--- src/rtl/spi_reg_cmd_decoder_if.sv ---
// Signal bundle between the SPI byte serializer, the command decoder and the register array.
// The decoder uses the slave view; the surrounding SPI/array logic uses the master view.
interface spi_reg_cmd_decoder_if;
  logic        frame_active;
  logic        rx_valid;
  logic [7:0]  rx_byte;
  logic        tx_ready;
  logic [7:0]  tx_byte;
  logic        tx_byte_valid;
  logic [7:0]  reg_addr;
  logic [15:0] reg_write_data;
  logic        reg_write_enable;
  logic        reg_read_enable;
  logic [15:0] reg_read_data;
  logic        cmd_error;

  modport slave (
    input  frame_active,
    input  rx_valid,
    input  rx_byte,
    input  tx_ready,
    input  reg_read_data,
    output tx_byte,
    output tx_byte_valid,
    output reg_addr,
    output reg_write_data,
    output reg_write_enable,
    output reg_read_enable,
    output cmd_error
  );

  modport master (
    output frame_active,
    output rx_valid,
    output rx_byte,
    output tx_ready,
    output reg_read_data,
    input  tx_byte,
    input  tx_byte_valid,
    input  reg_addr,
    input  reg_write_data,
    input  reg_write_enable,
    input  reg_read_enable,
    input  cmd_error
  );
endinterface

--- src/rtl/spi_reg_cmd_decoder.sv ---
// Decodes framed SPI byte streams (cmd, addr, data...) into register-array strobes and
// returns read words as MSB/LSB byte pairs, with optional burst address auto-increment.
module spi_reg_cmd_decoder #(
  parameter bit          AUTO_INC = 1'b1,
  parameter int unsigned RD_LAT   = 1
) (
  input logic                  clk,
  input logic                  rst_n,
  spi_reg_cmd_decoder_if.slave bus
);

  localparam logic [7:0] CmdWrite = 8'h80;
  localparam logic [7:0] CmdRead  = 8'h00;
  localparam logic [7:0] AddrStep = {7'd0, AUTO_INC};
  localparam logic [7:0] RdLatCnt = 8'(RD_LAT);

  typedef enum logic [3:0] {
    StIdle,
    StCmd,
    StAddr,
    StWrMsb,
    StWrLsb,
    StRdIssue,
    StRdWait,
    StRdMsb,
    StRdLsb,
    StErr
  } state_e;

  state_e      state_q;
  logic        is_write_q;
  logic [7:0]  addr_q;
  logic [7:0]  msb_q;
  logic [15:0] rdbuf_q;
  logic [7:0]  lat_cnt_q;

  logic [7:0]  tx_byte_q;
  logic        tx_byte_valid_q;
  logic [7:0]  reg_addr_q;
  logic [15:0] reg_write_data_q;
  logic        reg_write_enable_q;
  logic        reg_read_enable_q;
  logic        cmd_error_q;

  logic [7:0]  addr_next;

  assign addr_next = addr_q + AddrStep;

  always_ff @(posedge clk or negedge rst_n) begin
    if (!rst_n) begin
      state_q            <= StIdle;
      is_write_q         <= 1'b0;
      addr_q             <= 8'h00;
      msb_q              <= 8'h00;
      rdbuf_q            <= 16'h0000;
      lat_cnt_q          <= 8'h00;
      tx_byte_q          <= 8'h00;
      tx_byte_valid_q    <= 1'b0;
      reg_addr_q         <= 8'h00;
      reg_write_data_q   <= 16'h0000;
      reg_write_enable_q <= 1'b0;
      reg_read_enable_q  <= 1'b0;
      cmd_error_q        <= 1'b0;
    end else begin
      reg_write_enable_q <= 1'b0;
      reg_read_enable_q  <= 1'b0;
      cmd_error_q        <= 1'b0;

      // Frame end wins over everything, including a byte arriving in the same cycle.
      if (!bus.frame_active) begin
        state_q         <= StIdle;
        tx_byte_valid_q <= 1'b0;
      end else begin
        unique case (state_q)
          StIdle: begin
            state_q <= StCmd;
          end

          StCmd: begin
            if (bus.rx_valid) begin
              if (bus.rx_byte == CmdWrite) begin
                is_write_q <= 1'b1;
                state_q    <= StAddr;
              end else if (bus.rx_byte == CmdRead) begin
                is_write_q <= 1'b0;
                state_q    <= StAddr;
              end else begin
                cmd_error_q <= 1'b1;
                state_q     <= StErr;
              end
            end
          end

          StAddr: begin
            if (bus.rx_valid) begin
              addr_q <= bus.rx_byte;
              if (is_write_q) begin
                state_q <= StWrMsb;
              end else begin
                // Strobe is registered on entry so it is high while in StRdIssue.
                reg_read_enable_q <= 1'b1;
                reg_addr_q        <= bus.rx_byte;
                state_q           <= StRdIssue;
              end
            end
          end

          StWrMsb: begin
            if (bus.rx_valid) begin
              msb_q   <= bus.rx_byte;
              state_q <= StWrLsb;
            end
          end

          StWrLsb: begin
            if (bus.rx_valid) begin
              reg_write_enable_q <= 1'b1;
              reg_addr_q         <= addr_q;
              reg_write_data_q   <= {msb_q, bus.rx_byte};
              addr_q             <= addr_next;
              state_q            <= StWrMsb;
            end
          end

          StRdIssue: begin
            lat_cnt_q <= 8'd1;
            state_q   <= StRdWait;
          end

          StRdWait: begin
            if (lat_cnt_q >= RdLatCnt) begin
              rdbuf_q         <= bus.reg_read_data;
              tx_byte_q       <= bus.reg_read_data[15:8];
              tx_byte_valid_q <= 1'b1;
              state_q         <= StRdMsb;
            end else begin
              lat_cnt_q <= lat_cnt_q + 8'd1;
            end
          end

          StRdMsb: begin
            if (bus.tx_ready) begin
              tx_byte_q <= rdbuf_q[7:0];
              state_q   <= StRdLsb;
            end else begin
              tx_byte_q <= rdbuf_q[15:8];
            end
          end

          StRdLsb: begin
            if (bus.tx_ready) begin
              tx_byte_valid_q   <= 1'b0;
              addr_q            <= addr_next;
              reg_addr_q        <= addr_next;
              reg_read_enable_q <= 1'b1;
              state_q           <= StRdIssue;
            end
          end

          StErr: begin
            state_q <= StErr;
          end

          default: begin
            state_q <= StIdle;
          end
        endcase
      end
    end
  end

  assign bus.tx_byte          = tx_byte_q;
  assign bus.tx_byte_valid    = tx_byte_valid_q;
  assign bus.reg_addr         = reg_addr_q;
  assign bus.reg_write_data   = reg_write_data_q;
  assign bus.reg_write_enable = reg_write_enable_q;
  assign bus.reg_read_enable  = reg_read_enable_q;
  assign bus.cmd_error        = cmd_error_q;

endmodule
--- src/flat_wrapper.sv ---
// flat-port wrapper written by rule: the top's interface ports become plain ports
module spi_reg_cmd_decoder_flat 
#(
  parameter bit          AUTO_INC = 1'b1,
  parameter int unsigned RD_LAT   = 1
)
  (clk, rst_n, bus_frame_active, bus_rx_valid, bus_rx_byte, bus_tx_ready, bus_reg_read_data, bus_tx_byte, bus_tx_byte_valid, bus_reg_addr, bus_reg_write_data, bus_reg_write_enable, bus_reg_read_enable, bus_cmd_error);
  spi_reg_cmd_decoder_if bus_i ();
  input logic clk;
  input logic rst_n;
  input wire logic [$bits(bus_i.frame_active)-1:0] bus_frame_active;
  input wire logic [$bits(bus_i.rx_valid)-1:0] bus_rx_valid;
  input wire logic [$bits(bus_i.rx_byte)-1:0] bus_rx_byte;
  input wire logic [$bits(bus_i.tx_ready)-1:0] bus_tx_ready;
  input wire logic [$bits(bus_i.reg_read_data)-1:0] bus_reg_read_data;
  output wire logic [$bits(bus_i.tx_byte)-1:0] bus_tx_byte;
  output wire logic [$bits(bus_i.tx_byte_valid)-1:0] bus_tx_byte_valid;
  output wire logic [$bits(bus_i.reg_addr)-1:0] bus_reg_addr;
  output wire logic [$bits(bus_i.reg_write_data)-1:0] bus_reg_write_data;
  output wire logic [$bits(bus_i.reg_write_enable)-1:0] bus_reg_write_enable;
  output wire logic [$bits(bus_i.reg_read_enable)-1:0] bus_reg_read_enable;
  output wire logic [$bits(bus_i.cmd_error)-1:0] bus_cmd_error;
  assign bus_i.frame_active = bus_frame_active;
  assign bus_i.rx_valid = bus_rx_valid;
  assign bus_i.rx_byte = bus_rx_byte;
  assign bus_i.tx_ready = bus_tx_ready;
  assign bus_i.reg_read_data = bus_reg_read_data;
  assign bus_tx_byte = bus_i.tx_byte;
  assign bus_tx_byte_valid = bus_i.tx_byte_valid;
  assign bus_reg_addr = bus_i.reg_addr;
  assign bus_reg_write_data = bus_i.reg_write_data;
  assign bus_reg_write_enable = bus_i.reg_write_enable;
  assign bus_reg_read_enable = bus_i.reg_read_enable;
  assign bus_cmd_error = bus_i.cmd_error;
  spi_reg_cmd_decoder #(.AUTO_INC(AUTO_INC), .RD_LAT(RD_LAT)) u_core (.clk(clk), .rst_n(rst_n), .bus(bus_i));
endmodule
--- config.mk ---
export PLATFORM = sky130hd
export DESIGN_NAME = spi_reg_cmd_decoder_flat
export DESIGN_NICKNAME = d
export VERILOG_FILES = /design/src/rtl/spi_reg_cmd_decoder_if.sv /design/src/rtl/spi_reg_cmd_decoder.sv /design/src/flat_wrapper.sv
export SDC_FILE = /design/constraint.sdc
export NUM_CORES = 1
export LEC_CHECK = 0
export ABC_CLOCK_PERIOD_IN_PS = 2700
export BUFFER_PORTS_ARGS = -buffer_cell sky130_fd_sc_hd__buf_2
export CORE_MARGIN = 2
export CORE_UTILIZATION = 55
export CTS_CLUSTER_DIAMETER = 40
export DETAILED_ROUTE_END_ITERATION = 7
export PLACE_DENSITY = 0.87
export SLEW_MARGIN = 40
export SYNTH_ARGS = -nofsm -noshare
export SYNTH_HDL_FRONTEND = slang
export SYNTH_SLANG_ARGS = --single-unit
export TNS_END_PERCENT = 5
--- constraint.sdc ---
create_clock -name clk -period 2.7 [get_ports clk]
set_clock_uncertainty 0.2 [all_clocks]
set_input_delay 0.135 -clock clk [delete_from_list [all_inputs] [get_ports clk]]
set_output_delay 0.135 -clock clk [all_outputs]
set_load 0.01 [all_outputs]
==> flow_summary.ini <==
[final_layout]
layout.cells.non_filler = 600
n_antenna_cell = 0
nFillCells = 569
syn_to_final_growth_pct = 20.3
fin_nets = 526
multi_input_area_sq_um = 2120
register_area_sq_um = 2030
drive_gt1_frac = 0.311

[placed_design]
dp.cells = 557
dp.final_hpwl_um = 6960
io_buffers = 64
gp_congestion = 0.946

[clock_network]
cts_max_path_buffers = 2
clock_latency_ns = 0.35
cts-root-buf = clkbuf_8
clk_pin_slew_ns = 0.08
cts_tree = yes
post_cts_buffers = 0
clock-sinks = 81
htree_levels = 3
cts_made_buffers = 9

[setup_path]
r2r-end = u_core.bus.tx_byte[4]$_DFFE_PN0P_
crit_path_end = u_core.bus.tx_byte[4]$_DFFE_PN0P_
start_kind = register
cp-startpoint = u_core.lat_cnt_q[0]$_DFFE_PN0P_
r2r-start = u_core.lat_cnt_q[0]$_DFFE_PN0P_
arrival_ns = 2.33
reg2reg_depth = 4
worst_setup_path_end_kind = register
crit_required_ns = 2.69
reg2reg_slack_ns = 0.36
crit_fanout = 16
crit_type = register to register

[yosys]
netlist_top_cells_area = dfrtp_1 (47%), mux2_2 (9.4%), a21oi_1 (3.5%)
synth_edf_count = 0
synth_cells = 400
synth.avg_cell_area_sq_um = 10.8
syn_area_sq_um = 4320
synth_cell_types = 67
synth_top_cell_area_share = 0.469
yosys.area.top_type = dfrtp_1
synth_seq_cells = 81
synthArstFlopShare = 1.00
synth_fp_nets = 433
synthFlopType = dfrtp_1
seq_area_frac_synth = 0.469
yosys_warnings = 0

[drt]
drc_errors = 0
wire_per_inst_um = 16.9
drt_wl_total_um = 10100
via_per_inst = 5.96
drt_iter0_markers = 363
drt_first_pass_iters = 5
antenna_left = 0
vias = 3576

[flow_run]
maxCapViolations = 0

[sta]
hold_violations = 0
slew_headroom = 0.517
timing.fmax_mhz = 428
layout_min_cycle_time_ns = 2.34
hold_ws_ns = 0.130
rsz0062_at_grt = false
worst_slew_pin_slew_ns = 0.725
fin_setup_tns_ns = 0
drv_slew = 0
setup_viol = 0
finalCritPeriodShare = 0.865

[global_routing]
grtUsageTotal = 0.248
grt.overflow.total = 0
grt_pass1_vias = 3438
grt_antenna_before_repair = 0
grt_max_degree = 82
grt_pass1_wl_um = 16600

[die]
die_area_sq_um = 8580
io_pins = 65
die_y_um = 92.6
rows = 32
die_w_um = 92.6
initial_core_util = 0.565
core-area_sq_um = 7650

[power]
switchingPower_mw = 1.91
vdd_ir_drop_max_uv = 515
p_leak_nw = 2.49
p_clk_frac = 0.159
p_comb_frac = 0.443
intPower_mw = 2.92
swShare = 0.396
pwr-share-seq = 0.398
power_density_nw_per_um2 = 930

[worst_hold_path]
hp-class = input port to register

[run_status]
status = finished clean
-- critical path: stages, from the launching register on --
cell and delay, ns:
dfrtp_1 0.43, ha_1 0.21, or4b_4 0.53, o31ai_4 0.57, o21ai_0 0.23
-- per-layer routing --
metal	up-vias	GRT usage	wire length, um
met5	-	0	0
met1	1717	0.342	4360
li1	1679	-	-
met2	155	0.383	4780
met4	0	0.107	235
met3	25	0.0488	736
-- placed cells by master, fill, tap and decap left out, types with 10 or more instances in the layout --
master	n
a21oi_1	30
buf_2	63
buf_4	17
dfrtp_1	81
dlygate4sd3_1	27
mux2_2	36
mux2i_1	11
nand2_1	21
nand3_1	11
nor2_1	27
o21ai_0	12
o31ai_1	10
-- power groups by stage --
stage | Sequential [mW] | Clock (mW) | Combinational (mW)
3_3_place_gp | 1.91 | 0 | 2.02
4_1_cts | 1.91 | 0.778 | 2.12
6_report | 1.92 | 0.770 | 2.14
5_1_grt | 1.97 | 0.835 | 2.33
3_5_place_dp | 1.93 | 0 | 2.08
2_1_floorplan | 1.90 | 0 | 1.44
-- layout make-up --
class / count / share of cell area
repair buffers: 108 / 0.139
flip-flops and latches: 81 / 0.390
inverters: 8 / 0.00578
multi-input cells: 285 / 0.408
well taps: 102 / 0.0246
clock inverters: 5 / 0.00626
clock buffers: 11 / 0.0253
-- state kept, by name, summed over array words and instances (netlist names), 4 cells and up --
name,cells
u_core.bus.reg_write_data,16
u_core.bus.reg_addr,8
u_core.addr_q,8
u_core.msb_q,8
u_core.lat_cnt_q,8
u_core.state_q,4
u_core.bus.tx_byte,8
u_core.rdbuf_q,16
-- cell usage after synthesis, types with 4 or more instances --
library cell / instances
a21oi_1: 30
a31oi_1: 6
buf_2: 13
clkbuf_1: 6
dfrtp_1: 81
ha_1: 4
inv_1: 8
mux2_2: 36
mux2_4: 9
mux2i_1: 11
nand2_1: 21
nand2b_1: 5
nand3_1: 11
nor2_1: 27
nor2b_1: 7
nor3_1: 9
o21ai_0: 12
o22a_1: 4
o31ai_1: 10
or3_1: 4
or4b_1: 4
-- how the worst min path moves through the flow --
stage	from	endpoint	depth (start not counted)
detailed placement	rst_n	u_core.addr_q[4]$_DFFE_PN0P_	1
global placement	rst_n	u_core.addr_q[1]$_DFFE_PN0P_	1
CTS	bus_tx_ready	u_core.bus.reg_read_enable$_DFF_PN0_	4
global route	bus_tx_ready	u_core.bus.reg_read_enable$_DFF_PN0_	4
floorplan	rst_n	u_core.addr_q[0]$_DFFE_PN0P_	0
finish	bus_tx_ready	u_core.bus.reg_read_enable$_DFF_PN0_	4
-- stage by stage --
stage | utilization | worst slack [ns] | area [sq um] | power (mW)
floorplan | - | 0.583 | 4320 | 3.35
global placement | 0.622 | 0.490 | 4760 | 3.93
detailed placement | 0.622 | 0.417 | 4760 | 4.01
CTS | 0.679 | 0.371 | 5190 | 4.81
global route | 0.679 | 0.215 | 5190 | 5.14
finish | 0.679 | 0.363 | 5190 | 4.83
-- logic make-up after synthesis --
kind of cell,synth area share
AOI/OAI and AO/OA,0.164
xor gates and xnor gates,0.00812
adders and majority gates,0.0116
buffers and inverters,0.0394
DFF,0.469
muxes,0.151
and+or+nand+nor,0.156
-- repair_timing --
action                                 4_1_cts  5_1_grt
gates resized for setup                      0        0
endpoints found under the hold margin      133        0
setup endpoints to repair                    0        0
hold buffers                                27        0
No activity file was read; power rests on OpenSTA's default activity.
